### src/rtl/keypad_pkg.sv
// keypad_pkg: key codes, key map and scanner state encoding shared with the calculator control FSM
package keypad_pkg;
  localparam logic NUMBER = 1'b1;
  localparam logic SYMBOL = 1'b0;
  localparam logic [3:0] A_BUT = 4'hA, B_BUT = 4'hB, C_BUT = 4'hC, D_BUT = 4'hD, E_BUT = 4'hE, FN_BUT = 4'hF;
  typedef logic [1:0] state_t;
  localparam state_t SCAN = 2'd0, DEBOUNCE = 2'd1, PRESSED = 2'd2, RELEASE = 2'd3;
  // Indexed by {row, col}; columns run left to right on the keypad.
  localparam logic [3:0] KEY_MAP [16] = '{
    4'h1, 4'h2, 4'h3, A_BUT,
    4'h4, 4'h5, 4'h6, B_BUT,
    4'h7, 4'h8, 4'h9, C_BUT,
    E_BUT, 4'h0, FN_BUT, D_BUT
  };
  function automatic logic [3:0] key_lookup(input logic [1:0] col, input logic [1:0] row);
    return KEY_MAP[{row, col}];
  endfunction
  function automatic logic key_class(input logic [3:0] k);
    return (k < 4'd10) ? NUMBER : SYMBOL;
  endfunction
endpackage

### src/rtl/keypad_scanner_if.sv
// keypad_scanner_if: keypad encoder return, column drive and key event outputs
interface keypad_scanner_if;
  logic [1:0] row_result;
  logic       valid_out;
  logic [1:0] col_selector;
  logic [3:0] key;
  logic       keytype;
  logic       key_valid;
  logic       key_strobe;
  modport master (input row_result, valid_out, output col_selector, key, keytype, key_valid, key_strobe);
  modport slave (output row_result, valid_out, input col_selector, key, keytype, key_valid, key_strobe);
endinterface

### src/rtl/keypad_scanner_sync2.sv
// sync2: two-flop synchroniser for asynchronous keypad encoder signals
module sync2 #(
  parameter int W = 1
) (
  input  logic         clock,
  input  logic         reset,
  input  logic [W-1:0] d,
  output logic [W-1:0] q
);
  logic [W-1:0] meta_q, sync_q;
  always_ff @(posedge clock or negedge reset)
    if (!reset) begin
      meta_q <= '0;
      sync_q <= '0;
    end else begin
      meta_q <= d;
      sync_q <= meta_q;
    end
  assign q = sync_q;
endmodule

### src/rtl/keypad_scanner.sv
// keypad_scanner: column scan, settle/debounce and single key event per press for a 4x4 keypad
module keypad_scanner
  import keypad_pkg::*;
#(
  parameter int SCAN_DIV        = 1000,
  parameter int SETTLE_CYCLES   = 16,
  parameter int DEBOUNCE_CYCLES = 20000
) (
  input logic clock,
  input logic reset,
  keypad_scanner_if.master kp
);
  localparam int DW = $clog2(SCAN_DIV);
  localparam int SW = $clog2(SETTLE_CYCLES + 1);
  localparam int BW = $clog2(DEBOUNCE_CYCLES + 1);
  logic [1:0]    rs;
  logic          vs;
  state_t        state_q, state_d;
  logic [1:0]    col_q, col_d, cand_q, cand_d;
  logic [DW-1:0] div_q, div_d;
  logic [SW-1:0] settle_q, settle_d;
  logic [BW-1:0] deb_q, deb_d;
  logic [3:0]    key_q, key_d, k_lu;
  logic          keytype_q, keytype_d, key_valid_q, key_valid_d, key_strobe_q, key_strobe_d;
  logic          settled, deb_done;
  sync2 #(.W(2)) u_row (.clock(clock), .reset(reset), .d(kp.row_result), .q(rs));
  sync2 #(.W(1)) u_vld (.clock(clock), .reset(reset), .d(kp.valid_out), .q(vs));
  assign k_lu     = key_lookup(col_q, cand_q);
  assign settled  = settle_q >= SW'(SETTLE_CYCLES);
  assign deb_done = deb_q == BW'(DEBOUNCE_CYCLES - 1);
  always_comb begin
    state_d      = state_q;
    col_d        = col_q;
    cand_d       = cand_q;
    div_d        = div_q;
    settle_d     = settle_q;
    deb_d        = deb_q;
    key_d        = key_q;
    keytype_d    = keytype_q;
    key_valid_d  = key_valid_q;
    key_strobe_d = 1'b0;
    case (state_q)
      SCAN:
        if (div_q == DW'(SCAN_DIV - 1)) begin
          col_d    = col_q + 2'd1;
          div_d    = '0;
          settle_d = '0;
        end else begin
          div_d    = div_q + 1'b1;
          settle_d = settled ? settle_q : settle_q + 1'b1;
          if (settled && vs) begin
            cand_d  = rs;
            deb_d   = '0;
            state_d = DEBOUNCE;
          end
        end
      DEBOUNCE:
        if (vs && rs == cand_q) begin
          deb_d = deb_done ? BW'(DEBOUNCE_CYCLES) : deb_q + 1'b1;
          if (deb_done) begin
            key_d        = k_lu;
            keytype_d    = key_class(k_lu);
            key_strobe_d = 1'b1;
            key_valid_d  = 1'b1;
            state_d      = PRESSED;
          end
        end else begin
          settle_d = '0;
          state_d  = SCAN;
        end
      PRESSED:
        if (!vs) begin
          deb_d   = '0;
          state_d = RELEASE;
        end
      default:
        if (vs) begin
          deb_d   = '0;
          state_d = PRESSED;
        end else if (deb_done) begin
          deb_d       = BW'(DEBOUNCE_CYCLES);
          key_valid_d = 1'b0;
          col_d       = col_q + 2'd1;
          div_d       = '0;
          settle_d    = '0;
          state_d     = SCAN;
        end else begin
          deb_d = deb_q + 1'b1;
        end
    endcase
  end
  always_ff @(posedge clock or negedge reset)
    if (!reset) begin
      state_q      <= SCAN;
      col_q        <= '0;
      cand_q       <= '0;
      div_q        <= '0;
      settle_q     <= '0;
      deb_q        <= '0;
      key_q        <= '0;
      keytype_q    <= 1'b0;
      key_valid_q  <= 1'b0;
      key_strobe_q <= 1'b0;
    end else begin
      state_q      <= state_d;
      col_q        <= col_d;
      cand_q       <= cand_d;
      div_q        <= div_d;
      settle_q     <= settle_d;
      deb_q        <= deb_d;
      key_q        <= key_d;
      keytype_q    <= keytype_d;
      key_valid_q  <= key_valid_d;
      key_strobe_q <= key_strobe_d;
    end
  assign kp.col_selector = col_q;
  assign kp.key          = key_q;
  assign kp.keytype      = keytype_q;
  assign kp.key_valid    = key_valid_q;
  assign kp.key_strobe   = key_strobe_q;
endmodule
### src/flat_wrapper.sv
// flat-port wrapper written by rule: the top's interface ports become plain ports
module keypad_scanner_flat import keypad_pkg::*;
#(
  parameter int SCAN_DIV        = 1000,
  parameter int SETTLE_CYCLES   = 16,
  parameter int DEBOUNCE_CYCLES = 20000
)
  (clock, reset, kp_row_result, kp_valid_out, kp_col_selector, kp_key, kp_keytype, kp_key_valid, kp_key_strobe);
  keypad_scanner_if kp_i ();
  input logic clock;
  input logic reset;
  input wire logic [$bits(kp_i.row_result)-1:0] kp_row_result;
  input wire logic [$bits(kp_i.valid_out)-1:0] kp_valid_out;
  output wire logic [$bits(kp_i.col_selector)-1:0] kp_col_selector;
  output wire logic [$bits(kp_i.key)-1:0] kp_key;
  output wire logic [$bits(kp_i.keytype)-1:0] kp_keytype;
  output wire logic [$bits(kp_i.key_valid)-1:0] kp_key_valid;
  output wire logic [$bits(kp_i.key_strobe)-1:0] kp_key_strobe;
  assign kp_i.row_result = kp_row_result;
  assign kp_i.valid_out = kp_valid_out;
  assign kp_col_selector = kp_i.col_selector;
  assign kp_key = kp_i.key;
  assign kp_keytype = kp_i.keytype;
  assign kp_key_valid = kp_i.key_valid;
  assign kp_key_strobe = kp_i.key_strobe;
  keypad_scanner #(.SCAN_DIV(SCAN_DIV), .SETTLE_CYCLES(SETTLE_CYCLES), .DEBOUNCE_CYCLES(DEBOUNCE_CYCLES)) u_core (.clock(clock), .reset(reset), .kp(kp_i));
endmodule
### config.mk
export PLATFORM = sky130hd
export DESIGN_NAME = keypad_scanner_flat
export DESIGN_NICKNAME = d
export VERILOG_FILES = /design/src/rtl/keypad_pkg.sv /design/src/rtl/keypad_scanner_if.sv /design/src/rtl/keypad_scanner_sync2.sv /design/src/rtl/keypad_scanner.sv /design/src/flat_wrapper.sv
export SDC_FILE = /design/constraint.sdc
export NUM_CORES = 1
export LEC_CHECK = 0
export ABC_CLOCK_PERIOD_IN_PS = 3600
export CORE_MARGIN = 2
export CORE_UTILIZATION = 35
export CTS_BUF_LIST = sky130_fd_sc_hd__clkbuf_4 sky130_fd_sc_hd__clkbuf_8 sky130_fd_sc_hd__clkbuf_16
export DETAILED_ROUTE_END_ITERATION = 7
export SYNTH_ARGS = -nofsm -noshare
export SYNTH_HDL_FRONTEND = slang
export SYNTH_SLANG_ARGS = --single-unit
### constraint.sdc
create_clock -name clock -period 3.6 [get_ports clock]
set_input_delay 0.72 -clock clock [delete_from_list [all_inputs] [get_ports clock]]
set_output_delay 0.72 -clock clock [all_outputs]
set_load 0.005 [all_outputs]
== Word-level counts from Yosys, hierarchy flattened ==
Memory sizes are Yosys's and may differ from the RTL's.
Cells that the tools add are included.
Widths: inputs -> output; s select.

* Add/subtract/negate cells: 4
* Order comparisons: 3
* Equal/unequal tests: 16
* Multiplexer cells: 40
* Bitwise logic cells: 5
* Reduce and logical (&&, ||, !) cells: 16

{| class="wikitable"
|+ Operator list
! kind !! count
|-
| $mux 15 || 6
|-
| $pmux 15 s3 || 1
|-
| $mux 10 || 3
|-
| $mux 5 || 5
|-
| $mux 2 || 10
|-
| $pmux 10 s2 || 1
|-
| $add 15x1->15 const B || 1
|-
| $eq 15x15->1 const B || 1
|-
| $pmux 5 s3 || 1
|-
| $reduce_and 4->1 || 3
|-
| $add 10x1->10 const B || 1
|-
| $eq 10x10->1 const B || 1
|-
| $ge 5x5->1 const B || 2
|-
| $ne 2x1->1 const B || 5
|-
| $reduce_and 5->1 || 2
|-
| $reduce_and 3->1 || 3
|-
| $mux 1 || 8
|-
| $mux 4 || 2
|-
| $ne 2x2->1 const B || 3
|-
| $pmux 2 s3 || 1
|-
| $add 5x1->5 const B || 1
|-
| $not 4->5 || 1
|-
| $reduce_bool 5->1 || 1
|-
| $lt 4x4->1 const B || 1
|-
| 15 further kinds || 20
|}

* Register bits after elaboration: 49
* ROM bits: 64
* Output and inout bits: 9
* Memories kept: 1

{| class="wikitable"
|+ Memories
! memory !! words !! bits a word !! rd ports !! clocked after Yosys merged registers in !! write ports !! line !! text
|-
| (name not given) || 16 || 4 || 1 || 0 || 0 || keypad_pkg.sv:16 || <nowiki>return KEY_MAP[{row, col}];</nowiki>
|}

== Logic depth before layout (Yosys ltp) ==
Gate-level depths: netlist (run 1).

* Depth after elaboration: 6
* Depth in mapped cells: 8
* Mapped depth without buffers: 7

== By module ==
Synthesis (run 1) repeated with hierarchy kept, for this count alone.

* Cells, all modules: 284
* Area, all modules: 2695.1 µm²

{| class="wikitable"
|+ By module, submodules not included
! module !! instances !! cells an instance !! area each (µm²) !! seq. area each (µm²)
|-
| keypad_scanner || 1 || 278 || 2544.9 || 1076.0
|-
| sync2 at u_core.u_row || 1 || 4 || 100.1 || 100.1
|-
| sync2 at u_core.u_vld || 1 || 2 || 50.0 || 50.0
|}

== Worst setup path before layout (run 1) ==
No wires, ideal clock.

* Path type: reg-to-reg
* From: register u_core.state_q[0]
* To: register u_core.div_q[9]
* Library setup time: 69 ps
* Arrival: 1913 ps
* Required time: 3531 ps
* Slack: 1618 ps
* Cell stages (with the launch flop): 6
* Path buffers: 0
* Period minus slack after synthesis: 1982 ps
* Cells stage by stage: dfrtp_1 -> inv_1 -> ha_1 -> or4b_2 -> or4_1 -> nand3_1

* Cells in the longest elaborated chain, start to end: 4

{| class="wikitable"
|+ Ends and longest elaborated chain
! item !! line !! text
|-
| from (decl) || keypad_scanner.sv:18 || <nowiki>state_t state_q, state_d;</nowiki>
|-
| from (signal assigned) || keypad_scanner.sv:105 || <nowiki>state_q <= state_d;</nowiki>
|-
| $eq 2x1->1 / $eq 2x2->1 (equally long branches) || keypad_scanner.sv:42 || <nowiki>case (state_q)</nowiki>
|-
| $reduce_or 2->1 (no line) || - ||
|-
| $not 1->1 (no line) || - ||
|-
| $reduce_and 3->1 (no line) || - ||
|-
| to (signal assigned) || keypad_scanner.sv:108 || <nowiki>div_q <= div_d;</nowiki>
|-
| to (decl) || keypad_scanner.sv:20 || <nowiki>logic [DW-1:0] div_q, div_d;</nowiki>
|}

Several ways; a longest one is shown, not always the timed one.
A chain may end at the register's enable or synchronous reset.

== Worst setup path after layout (run 1) ==
* From: register u_core.div_q[0]
* To: register u_core.deb_q[12]

* Cells in the longest elaborated chain, start to end: 3

{| class="wikitable"
|+ Ends and longest elaborated chain
! item !! line !! text
|-
| $eq 10x10->1 || keypad_scanner.sv:44 || <nowiki>if (div_q == DW'(SCAN_DIV - 1)) begin</nowiki>
|-
| $ne 2x2->1 (no line) || - ||
|-
| $reduce_and 4->1 (no line) || - ||
|-
| to (signal assigned) || keypad_scanner.sv:99 || <nowiki>deb_q <= '0;</nowiki>
|-
| to (signal assigned) || keypad_scanner.sv:110 || <nowiki>deb_q <= deb_d;</nowiki>
|-
| to (decl) || keypad_scanner.sv:22 || <nowiki>logic [BW-1:0] deb_q, deb_d;</nowiki>
|}

Every way passes these cells.

==> results.sh, run 1 <==
export IMPL_status="finished clean"
export IMPL_antenna_found_initial=0
export IMPL_io_buffers=13
export IMPL_fin_crit_ns=2.526
export IMPL_ctsResizeCount=0
export IMPL_finalHoldViolations=0
export IMPL_relSlewSlack_pct=48.53
export IMPL_min_delay_path_class="reg -> reg"
export IMPL_wl_met1_um=2734
export IMPL_clk_latency_ns=0.30
export IMPL_yosysUniqueCellTypes=54
export IMPL_ioPinCount=14
export IMPL_yosysTopAreaCell="dfrtp_1"
export IMPL_tightestPinTransition_ns=0.7650
export IMPL_drive_gt1_share_pct=8.278
export IMPL_ys_warnings_count=0
export IMPL_drc_errors=0
export IMPL_slowest_stage="a221o_1"
export IMPL_syn2layout_area_growth_pct=11.64
export IMPL_tritoncts="done"
export IMPL_cts_inserted_buffers=5
export IMPL_cts_root_buf="clkbuf_8"
export IMPL_grt_first_pass_wirelength_um=9508
export IMPL_dieArea_um2=8654
export IMPL_syn_area_um2=2774
export IMPL_clk_pin_slew_ns=0.08
export IMPL_setup_viol=0
export IMPL_min_path_cells=0
export IMPL_cp_cell_sequence="ha_1, nand2_1, nor3_1, a221o_1, nand2b_1, o21ai_0"
export IMPL_synth_most_common_cell="dfrtp_1"
export IMPL_period_share_pct=70.18
export IMPL_postCtsSetupBuffers=0
export IMPL_route_antenna_remaining_nets=0
export IMPL_power_leakage_nw=1.281
export IMPL_synth_seq_area_share_pct=44.20
export IMPL_rr_endpoint="u_core.deb_q[12]"
export IMPL_synth_top_flop_cell="dfrtp_1"
export IMPL_cts_buffer_depth=2
export IMPL_post_drt_via_cell_ratio=5.403
export IMPL_netlist_area_leader_share_pct=44.20
export IMPL_rows=32
export IMPL_h_tree_depth=2
export IMPL_dr_pass1_iters=4
export IMPL_clock_sinks=49
export IMPL_maxUsedRoutingLayer="met4"
export IMPL_rsz0062_at_grt="no"
export IMPL_required_ns=3.77
export IMPL_wirelength_um=5500
export IMPL_peakVddDrop_v=0.0002390
export IMPL_track_usage_pct=13.49
export IMPL_start_util_pct=36.08
export IMPL_hold_end="u_core.u_vld.q"
export IMPL_antennaDiodeCount=0
export IMPL_hold_buffers=0
export IMPL_gp_congestion=0.8075
export IMPL_syn_inst=292
export IMPL_grt_max_degree=31
export IMPL_num_vias=2183
export IMPL_crit_fanout=23
export IMPL_finClkSkew_ns=0.01237
export IMPL_overflow=0
export IMPL_synth_edf_count=0
export IMPL_synth_fp_nets=309
export IMPL_worstReg2RegStart="u_core.div_q[0]"
export IMPL_met3_length_um=143
export IMPL_dr_wl_met2_um=2552
export IMPL_setup_tns_ns=0
export IMPL_placed_cells=397
export IMPL_synth_common_cells="dfrtp_1 (49), nand2_1 (28), o21ai_0 (26)"
export IMPL_drv_cap=0
export IMPL_syn_area_per_cell_um2=9.500
export IMPL_finalMaxSlewViolations=0
export IMPL_core_um2=7687
export IMPL_first_global_vias=2044
export IMPL_die_h_um=93.03
export IMPL_reg2reg_depth=6
export IMPL_die_x_um=93.03
export IMPL_endpoint_kind="flip-flop"
export IMPL_drt_iter0_drc=112
export IMPL_r2r_slack_ns=1.07
export IMPL_start_kind="flip-flop"
export IMPL_hold_path_startpoint="u_core.u_vld.meta_q"
export IMPL_cp_slowest_stage_delay_ns=0.69
export IMPL_power_density_nw_per_um2=674.9
export IMPL_async_reset_ff_share_pct=100.0
export IMPL_ys_ff_latch=49
export IMPL_instances_no_fill=404
export IMPL_nets=319
export IMPL_dp_hpwl_um=3848
export IMPL_path_class="reg -> reg"
export IMPL_cp_arrival_ns=2.69
export IMPL_max_freq_mhz=395.8
export IMPL_post_drt_wl_per_cell_um=13.61
export IMPL_ys_top_cells_by_area="dfrtp_1 (44%), ha_1 (5.4%), o21ai_0 (4.7%)"
per-layer routing:
layer / GRT usage, % / up-vias
li1: - / 1094
met1: 18.38 / 1056
met2: 21.62 / 28
met3: 2.659 / 5
met4: 4.412 / 0
met5: 0 / -
per-stage QoR:
stage	instance area (um^2)	power, mW	setup WS [ns]	hold slack [ns]	util [%]
4_1_cts	3097	2.117	1.046	0.3595	40.28
5_1_grt	3097	2.272	0.8120	0.3749	40.28
2_1_floorplan	2774	1.504	1.618	0.3312	-
6_report	3097	2.090	1.074	0.3560	40.28
3_5_place_dp	2993	1.730	1.082	0.3373	38.93
3_3_place_gp	2993	1.714	1.193	0.3353	38.93
worst max-delay path: cells and delay by family (launching register included):
kind	cells	cell delay, ns
AOI/OAI and AO/OA	2	0.84
adders and majority gates	1	0.24
DFF	1	0.44
and+or+nand+nor	3	0.86
kinds of logic (layout without fill, tap and decap cells):
family | after synthesis | count (layout) | share of synthesized area [%]
and+or+nand+nor | 117 | 117 | 24.13
AOI/OAI and AO/OA | 76 | 76 | 17.86
DFF | 49 | 49 | 44.20
buffers and inverters | 25 | 35 | 3.653
adders and majority gates | 12 | 12 | 5.413
muxes | 9 | 9 | 3.473
xor gates and xnor gates | 4 | 4 | 1.263
worst max path at each step:
stage / from / slack (ns) / cells past startpoint / end
after global routing: u_core.div_q[0] / 0.81 / 6 / u_core.deb_q[12]
after floorplan: u_core.state_q[0] / 1.62 / 5 / u_core.div_q[9]
after detailed placement: u_core.div_q[0] / 1.08 / 6 / u_core.deb_q[2]
final: u_core.div_q[0] / 1.07 / 6 / u_core.deb_q[12]
after CTS: u_core.div_q[0] / 1.05 / 6 / u_core.deb_q[12]
after global placement: u_core.deb_q[0] / 1.19 / 7 / u_core.deb_q[12]
flip-flops by register name (all words and copies together), names as in the netlist, 2 cells and up:
register                cells
u_core.cand_q               2
u_core.deb_q               15
u_core.div_q               10
u_core.kp.col_selector      2
u_core.kp.key               4
u_core.settle_q             5
u_core.state_q              2
u_core.u_row.meta_q         2
u_core.u_row.q              2
cells in the final DEF (no fill, tap or decap), types with 2 or more instances in the layout:
master           count
o21ai_1              2
clkdlybuf4s50_1     12
nand3b_1             4
nor3_1              13
nand3_1             14
o2bb2ai_1            5
a21oi_1             14
mux2i_1              4
ha_1                12
o31a_1               2
o21ai_0             26
dfrtp_1             49
o31ai_1              4
and3_1               4
a221o_1              2
a22o_1               3
a31oi_1              2
a311oi_1             2
buf_4                3
mux2_2               4
inv_1               12
or4_1                5
nor2_1              20
nand4_1              4
nor3b_1              2
o22a_1               4
a41oi_1              2
clkbuf_8             5
nor2b_1              2
xnor2_1              3
nor4_1               3
nand2b_1             5
nand2_1             28
o41ai_1              4
power by group:
part | switching [mW] | total (mW) | internal [mW]
logic | 0.539 | 0.914 | 0.375
clock network | 0.178 | 0.380 | 0.202
registers | 0.145 | 0.795 | 0.650
total | 0.862 | 2.09 | 1.23
final cells by class:
type	count	area, um^2
clock buffers	5	68.82
clock inverters	2	35.03
fillers	754	4591
inverters	12	45.04
multi-input cells	218	1446
flip-flops and latches	49	1226
well taps	102	127.6
repair buffers	16	147.6
Power figures use the tool's default switching activity.
==> run 2, diff against run 1 <==
Settings changed: ABC_CLOCK_PERIOD_IN_PS 3600 to 2100.
Clock period 3.6 ns to 2.1 ns, I/O delays scaled along.
==> run 2 against run 1 <==
Effect of this change:
- worst setup slack worse by 0.99 ns
- via count up 5.4%
- wire length up 6.6%
- global-route usage up 1.6 points
- first-iteration DRC count down 8.9%
- fmax up 25%
- critical path depth down 1
- die area unchanged
- critical endpoint is now u_core.div_q[7]
==> results.sh, run 2 (synthesis results as in run 1) <==
export IMPL_status="finished clean"
export IMPL_syn2layout_area_growth_pct=23.36
export IMPL_h_tree_depth=2
export IMPL_dieArea_um2=8654
export IMPL_start_util_pct=36.08
export IMPL_path_class="reg -> reg"
export IMPL_pwr_share_seq_pct=32.2
export IMPL_slowest_stage="or4_4"
export IMPL_fin_crit_ns=2.020
export IMPL_peakVddDrop_v=0.0003280
export IMPL_period_share_pct=96.18
export IMPL_layout_commonest_cell="dfrtp_1"
export IMPL_max_freq_mhz=495.1
export IMPL_tritoncts="done"
export IMPL_finalMaxSlewViolations=0
export IMPL_die_x_um=93.03
export IMPL_endpoint_kind="flip-flop"
export IMPL_dr_pass1_iters=4
export IMPL_drc_errors=0
export IMPL_finClkSkew_ns=0.01051
export IMPL_die_h_um=93.03
export IMPL_track_usage_pct=15.12
export IMPL_rows=32
export IMPL_largest_reg_flops=15
export IMPL_finalHoldViolations=0
export IMPL_drt_iter0_drc=102
export IMPL_relSlewSlack_pct=48.01
export IMPL_start_kind="flip-flop"
export IMPL_timing_hold_ws_ns=0.1946
export IMPL_placed_cells=432
export IMPL_gp_congestion=0.8311
export IMPL_internal_power_mw=2.436
export IMPL_dp_hpwl_um=4257
export IMPL_cp_slowest_stage_delay_ns=0.55
export IMPL_fillers=755
export IMPL_placed_area_um2=3256
export IMPL_power_frac_comb_pct=50.1
export IMPL_power_mw=4.020
export IMPL_pwr_share_clk_pct=17.7
export IMPL_power_density_nw_per_um2=1175
export IMPL_cp_cell_sequence="or4_4, nor4_4, nor2_4, or4_1, nand3_1"
export IMPL_antennaDiodeCount=0
export IMPL_grt_first_pass_wirelength_um=10450
export IMPL_overflow=0
export IMPL_cts_inserted_buffers=5
export IMPL_route_antenna_remaining_nets=0
export IMPL_mostFrequentLayoutCells="dfrtp_1 (49), buf_4 (38), nand2_1 (28), o21ai_0 (26), nor2_1 (20)"
export IMPL_power_leakage_nw=1.484
export IMPL_drv_cap=0
export IMPL_crit_fanout=8
export IMPL_post_drt_via_cell_ratio=5.218
export IMPL_drive_gt1_share_pct=20.06
export IMPL_pre_cts_ws_ns=0.04115
export IMPL_rsz0062_at_grt="yes"
export IMPL_setup_viol=0
export IMPL_io_buffers=13
export IMPL_crit_buf_inv=0
export IMPL_clk_latency_ns=0.31
export IMPL_wirelength_um=5863
export IMPL_reg_top3="u_core.deb_q: 15 flops, u_core.div_q: 10 flops, u_core.settle_q: 5 flops"
export IMPL_swShare_pct=39.40
export IMPL_core_um2=7687
export IMPL_clock_sinks=49
export IMPL_post_drt_wl_per_cell_um=13.29
export IMPL_required_ns=2.34
export IMPL_regMostFlops="u_core.deb_q"
export IMPL_ioPinCount=14
export IMPL_min_delay_path_class="in -> async"
export IMPL_fin_area_um2=3422
export IMPL_num_vias=2301
export IMPL_tightestPinTransition_ns=0.7733
export IMPL_antenna_found_initial=0
export IMPL_path_delay_family="simple AND/OR/NAND/NOR gates"
export IMPL_nets=355
export IMPL_p_sw_mw=1.584
export IMPL_final_setup_worst_slack_ns=0.08012
export IMPL_cts_root_buf="clkbuf_8"
export IMPL_instances_no_fill=441
export IMPL_cp_arrival_ns=2.26
export IMPL_cts_buffer_depth=2
export IMPL_grt_max_degree=50
export IMPL_clk_pin_slew_ns=0.09
export IMPL_first_global_vias=2204
## run 2: cell count changes in the layout (fill, tap and decap cells not counted), sizes merged
| cell | delta |
|---|---|
| buf | +36 |
| clkbuf | +1 |
| clkinv | -1 |
| clkinvlp | +1 |
## run 2: worst paths after layout
path,from,endpoint,slack (ns),depth (start not counted)
worst max-delay path,u_core.deb_q[7],u_core.div_q[7],0.08,5
worst min-delay path,reset,u_core.div_q[3],0.19,2
worst max register to register,u_core.deb_q[7],u_core.div_q[7],0.08,5
worst min register to register,u_core.u_row.meta_q[1],u_core.u_row.q[1],0.36,0
max in group asynchronous,reset,u_core.deb_q[12],1.47,2
min in group clock,u_core.u_row.meta_q[1],u_core.u_row.q[1],0.36,0
## run 2: power groups by stage
| stage | clock (mW) | sequential [mW] | combinational [mW] |
|---|---|---|---|
| after floorplan | 0 | 1.28 | 1.30 |
| after global placement | 0 | 1.30 | 1.95 |
| after detailed placement | 0 | 1.31 | 1.98 |
| after CTS | 0.735 | 1.29 | 1.99 |
| after global routing | 0.789 | 1.33 | 2.26 |
| final | 0.710 | 1.30 | 2.01 |
## run 2: metal layers
metal,part of all wire [%],track usage [%],wire length [um]
met1,50,20.94,2904
met2,45,23.13,2617
met3,3.9,3.465,229
met4,1.9,5.637,111
met5,0,0,0
## run 2: what timing repair did
item | in CTS | in global routing
buffers inserted | 0 | 1
hold buffers | 0 | 0
setup endpoints to repair | 0 | 22
gates resized for setup | 0 | 9
endpoints found under the hold margin | 0 | 0
## run 2: per-stage QoR
| step | utilization [%] | TNS [ns] |
|---|---|---|
| 4_1_cts | 43.91 | 0 |
| 5_1_grt | 44.52 | -0.05362 |
| 6_report | 44.52 | 0 |
| 3_5_place_dp | 42.35 | 0 |
| 2_1_floorplan | - | 0 |
| 3_3_place_gp | 42.35 | 0 |
## run 2: cell type report
class / count / area (um^2) / share of cell area (%)
clock buffer: 6 / 82.58 / 2.413
sequential: 49 / 1226 / 35.83
timing repair buffer: 52 / 421.7 / 12.32
clock inverter: 2 / 37.54 / 1.097
inverter: 12 / 45.04 / 1.316
multi-input combinational: 218 / 1481 / 43.29
tap: 102 / 127.6 / 3.729
==> run 3, diff against run 2 <==
Settings changed: CORE_UTILIZATION 35 to 50, PLACE_DENSITY set to 0.71.
==> run 3 against run 2 <==
Effect of this change:
- cell count is 4.8% lower
- sequential share of layout area is 0.10 points lower
- critical path type unchanged
- combinational power is 4% higher
- first-iteration DRC count is 44% higher
- critical endpoint is now u_core.deb_q[7]
- largest cell class unchanged
==> results.sh, run 3 (synthesis results as in run 1) <==
export IMPL_track_usage_pct=21.80
export IMPL_cts_buffer_depth=2
export IMPL_endpoint_kind="flip-flop"
export IMPL_nets=364
export IMPL_cts_root_buf="clkbuf_8"
export IMPL_overflow=0
export IMPL_finalMaxSlewViolations=0
export IMPL_drv_cap=0
export IMPL_mostFrequentLayoutCells="dfrtp_1 (49), buf_4 (46), nand2_1 (26), o21ai_0 (22), nor2_1 (19)"
export IMPL_first_global_vias=2290
export IMPL_grt_max_degree=32
export IMPL_dieArea_um2=6160
export IMPL_final_setup_worst_slack_ns=0.05458
export IMPL_relSlewSlack_pct=64.14
export IMPL_core_um2=5439
export IMPL_die_h_um=78.49
export IMPL_power_leakage_nw=1.516
export IMPL_drive_gt1_share_pct=22.13
export IMPL_finalHoldViolations=0
export IMPL_grt_first_pass_wirelength_um=10660
export IMPL_min_delay_path_class="in -> async"
export IMPL_instances_no_fill=420
export IMPL_rsz0062_at_grt="yes"
export IMPL_largest_reg_flops=15
export IMPL_reg_top3="u_core.deb_q: 15 flops, u_core.div_q: 10 flops, u_core.settle_q: 5 flops"
export IMPL_antennaDiodeCount=0
export IMPL_max_freq_mhz=488.9
export IMPL_fin_area_um2=3432
export IMPL_post_drt_via_cell_ratio=5.721
export IMPL_path_class="reg -> reg"
export IMPL_cts_inserted_buffers=5
export IMPL_r2r_slack_ns=0.05
export IMPL_syn2layout_area_growth_pct=23.73
export IMPL_clk_latency_ns=0.31
export IMPL_gp_congestion=0.8754
export IMPL_cp_arrival_ns=2.23
export IMPL_status="finished clean"
export IMPL_clk_pin_slew_ns=0.09
export IMPL_num_vias=2403
export IMPL_start_util_pct=51.00
export IMPL_tightestPinTransition_ns=0.5338
export IMPL_drc_errors=0
export IMPL_multiInputGateArea_um2=1479
export IMPL_cpMostUsedCell="buf_4"
export IMPL_start_kind="flip-flop"
export IMPL_post_drt_wl_per_cell_um=14.70
export IMPL_finClkSkew_ns=0.01122
export IMPL_reg2reg_depth=7
export IMPL_die_x_um=78.49
export IMPL_peakVddDrop_v=0.0006674
export IMPL_cp_slowest_stage_delay_ns=0.58
export IMPL_wirelength_um=6175
export IMPL_fillers=466
export IMPL_dp_hpwl_um=4482
export IMPL_placed_area_um2=3246
export IMPL_placed_cells=404
export IMPL_path_delay_family="simple AND/OR/NAND/NOR gates"
export IMPL_setup_viol=0
export IMPL_required_ns=2.28
export IMPL_io_buffers=13
export IMPL_clock_sinks=49
export IMPL_h_tree_depth=2
export IMPL_cp_cell_sequence="or4b_4, nor4b_4, buf_4, buf_4, nor3_1, o21ai_0, o41ai_1"
export IMPL_dr_pass1_iters=4
export IMPL_fin_crit_ns=2.045
export IMPL_drt_iter0_drc=147
export IMPL_route_antenna_remaining_nets=0
export IMPL_power_density_nw_per_um2=1170
export IMPL_ioPinCount=14
export IMPL_regMostFlops="u_core.deb_q"
export IMPL_slowest_stage="or4b_4"
export IMPL_worstReg2RegStart="u_core.deb_q[5]"
export IMPL_pre_cts_ws_ns=0.01568
export IMPL_period_share_pct=97.40
export IMPL_tritoncts="done"
export IMPL_layout_commonest_cell="dfrtp_1"
export IMPL_antenna_found_initial=0
export IMPL_crit_fanout=6
export IMPL_rows=27
export IMPL_rr_endpoint="u_core.deb_q[7]"
export IMPL_seq_area_um2=1226
export IMPL_crit_buf_inv=2
==> run 3: cell types whose count changed in the layout (fill, tap and decap cells not counted), moves of 2 or more <==
cell / delta
buf_4: +8
o21ai_0: -4
o21ai_1: +4
nand2_1: -2
nand2_2: +2
nor2_2: +2
==> run 3: how the worst max path moves through the flow <==
stage / startpoint / end / slack, ns / cells past startpoint
floorplan: u_core.state_q[0] / u_core.div_q[9] / 0.12 / 5
finish: u_core.deb_q[5] / u_core.deb_q[7] / 0.05 / 7
CTS: u_core.deb_q[13] / u_core.div_q[8] / 0.03 / 5
global route: u_core.state_q[0] / u_core.deb_q[7] / -0.03 / 6
detailed placement: u_core.state_q[0] / u_core.deb_q[7] / 0.02 / 6
global placement: u_core.deb_q[13] / u_core.kp.col_selector[1] / 0.08 / 5
==> run 3: final cells by class <==
class,instances,share of cell area (%)
multi-input combinational,219,43.09
sequential,49,35.73
timing repair buffer,60,14.29
clock buffer,7,2.807
tap,72,2.625
inverter,12,1.312
clock inverter,1,0.1458
==> run 3: what timing repair did <==
action	in CTS	in global routing
hold buffers	0	0
setup buffers	0	7
gates resized for setup	1	11
pin swaps	0	3
setup endpoints to repair	1	26
gates cloned	0	1
==> run 3: power breakdown <==
| group | leakage, nW | switching, mW | internal, mW | total (mW) |
|---|---|---|---|---|
| Combinational | 0.817 | 1.13 | 0.977 | 2.10 |
| Clock | 0.0542 | 0.322 | 0.298 | 0.620 |
| Sequential | 0.644 | 0.178 | 1.12 | 1.29 |
==> run 3: stage by stage <==
stage / setup TNS [ns] / power, mW / utilization [%] / hold slack [ns]
floorplan: 0 / 2.578 / - / 0.1244
global placement: 0 / 3.206 / 59.67 / 0.3342
detailed placement: 0 / 3.289 / 59.67 / 0.3371
CTS: 0 / 3.921 / 61.58 / 0.05637
global route: -0.09517 / 4.337 / 63.10 / 0.08555
finish: 0 / 4.017 / 63.10 / 0.04537
==> run 3: per-layer routing <==
metal  GRT usage, %  vias up  routed length [um]
met4          8.421        0                  91
met5              0        -                   0
met3          3.218        7                 194
met1          28.77     1161                2899
li1               -     1190                   -
met2          36.29       45                2990
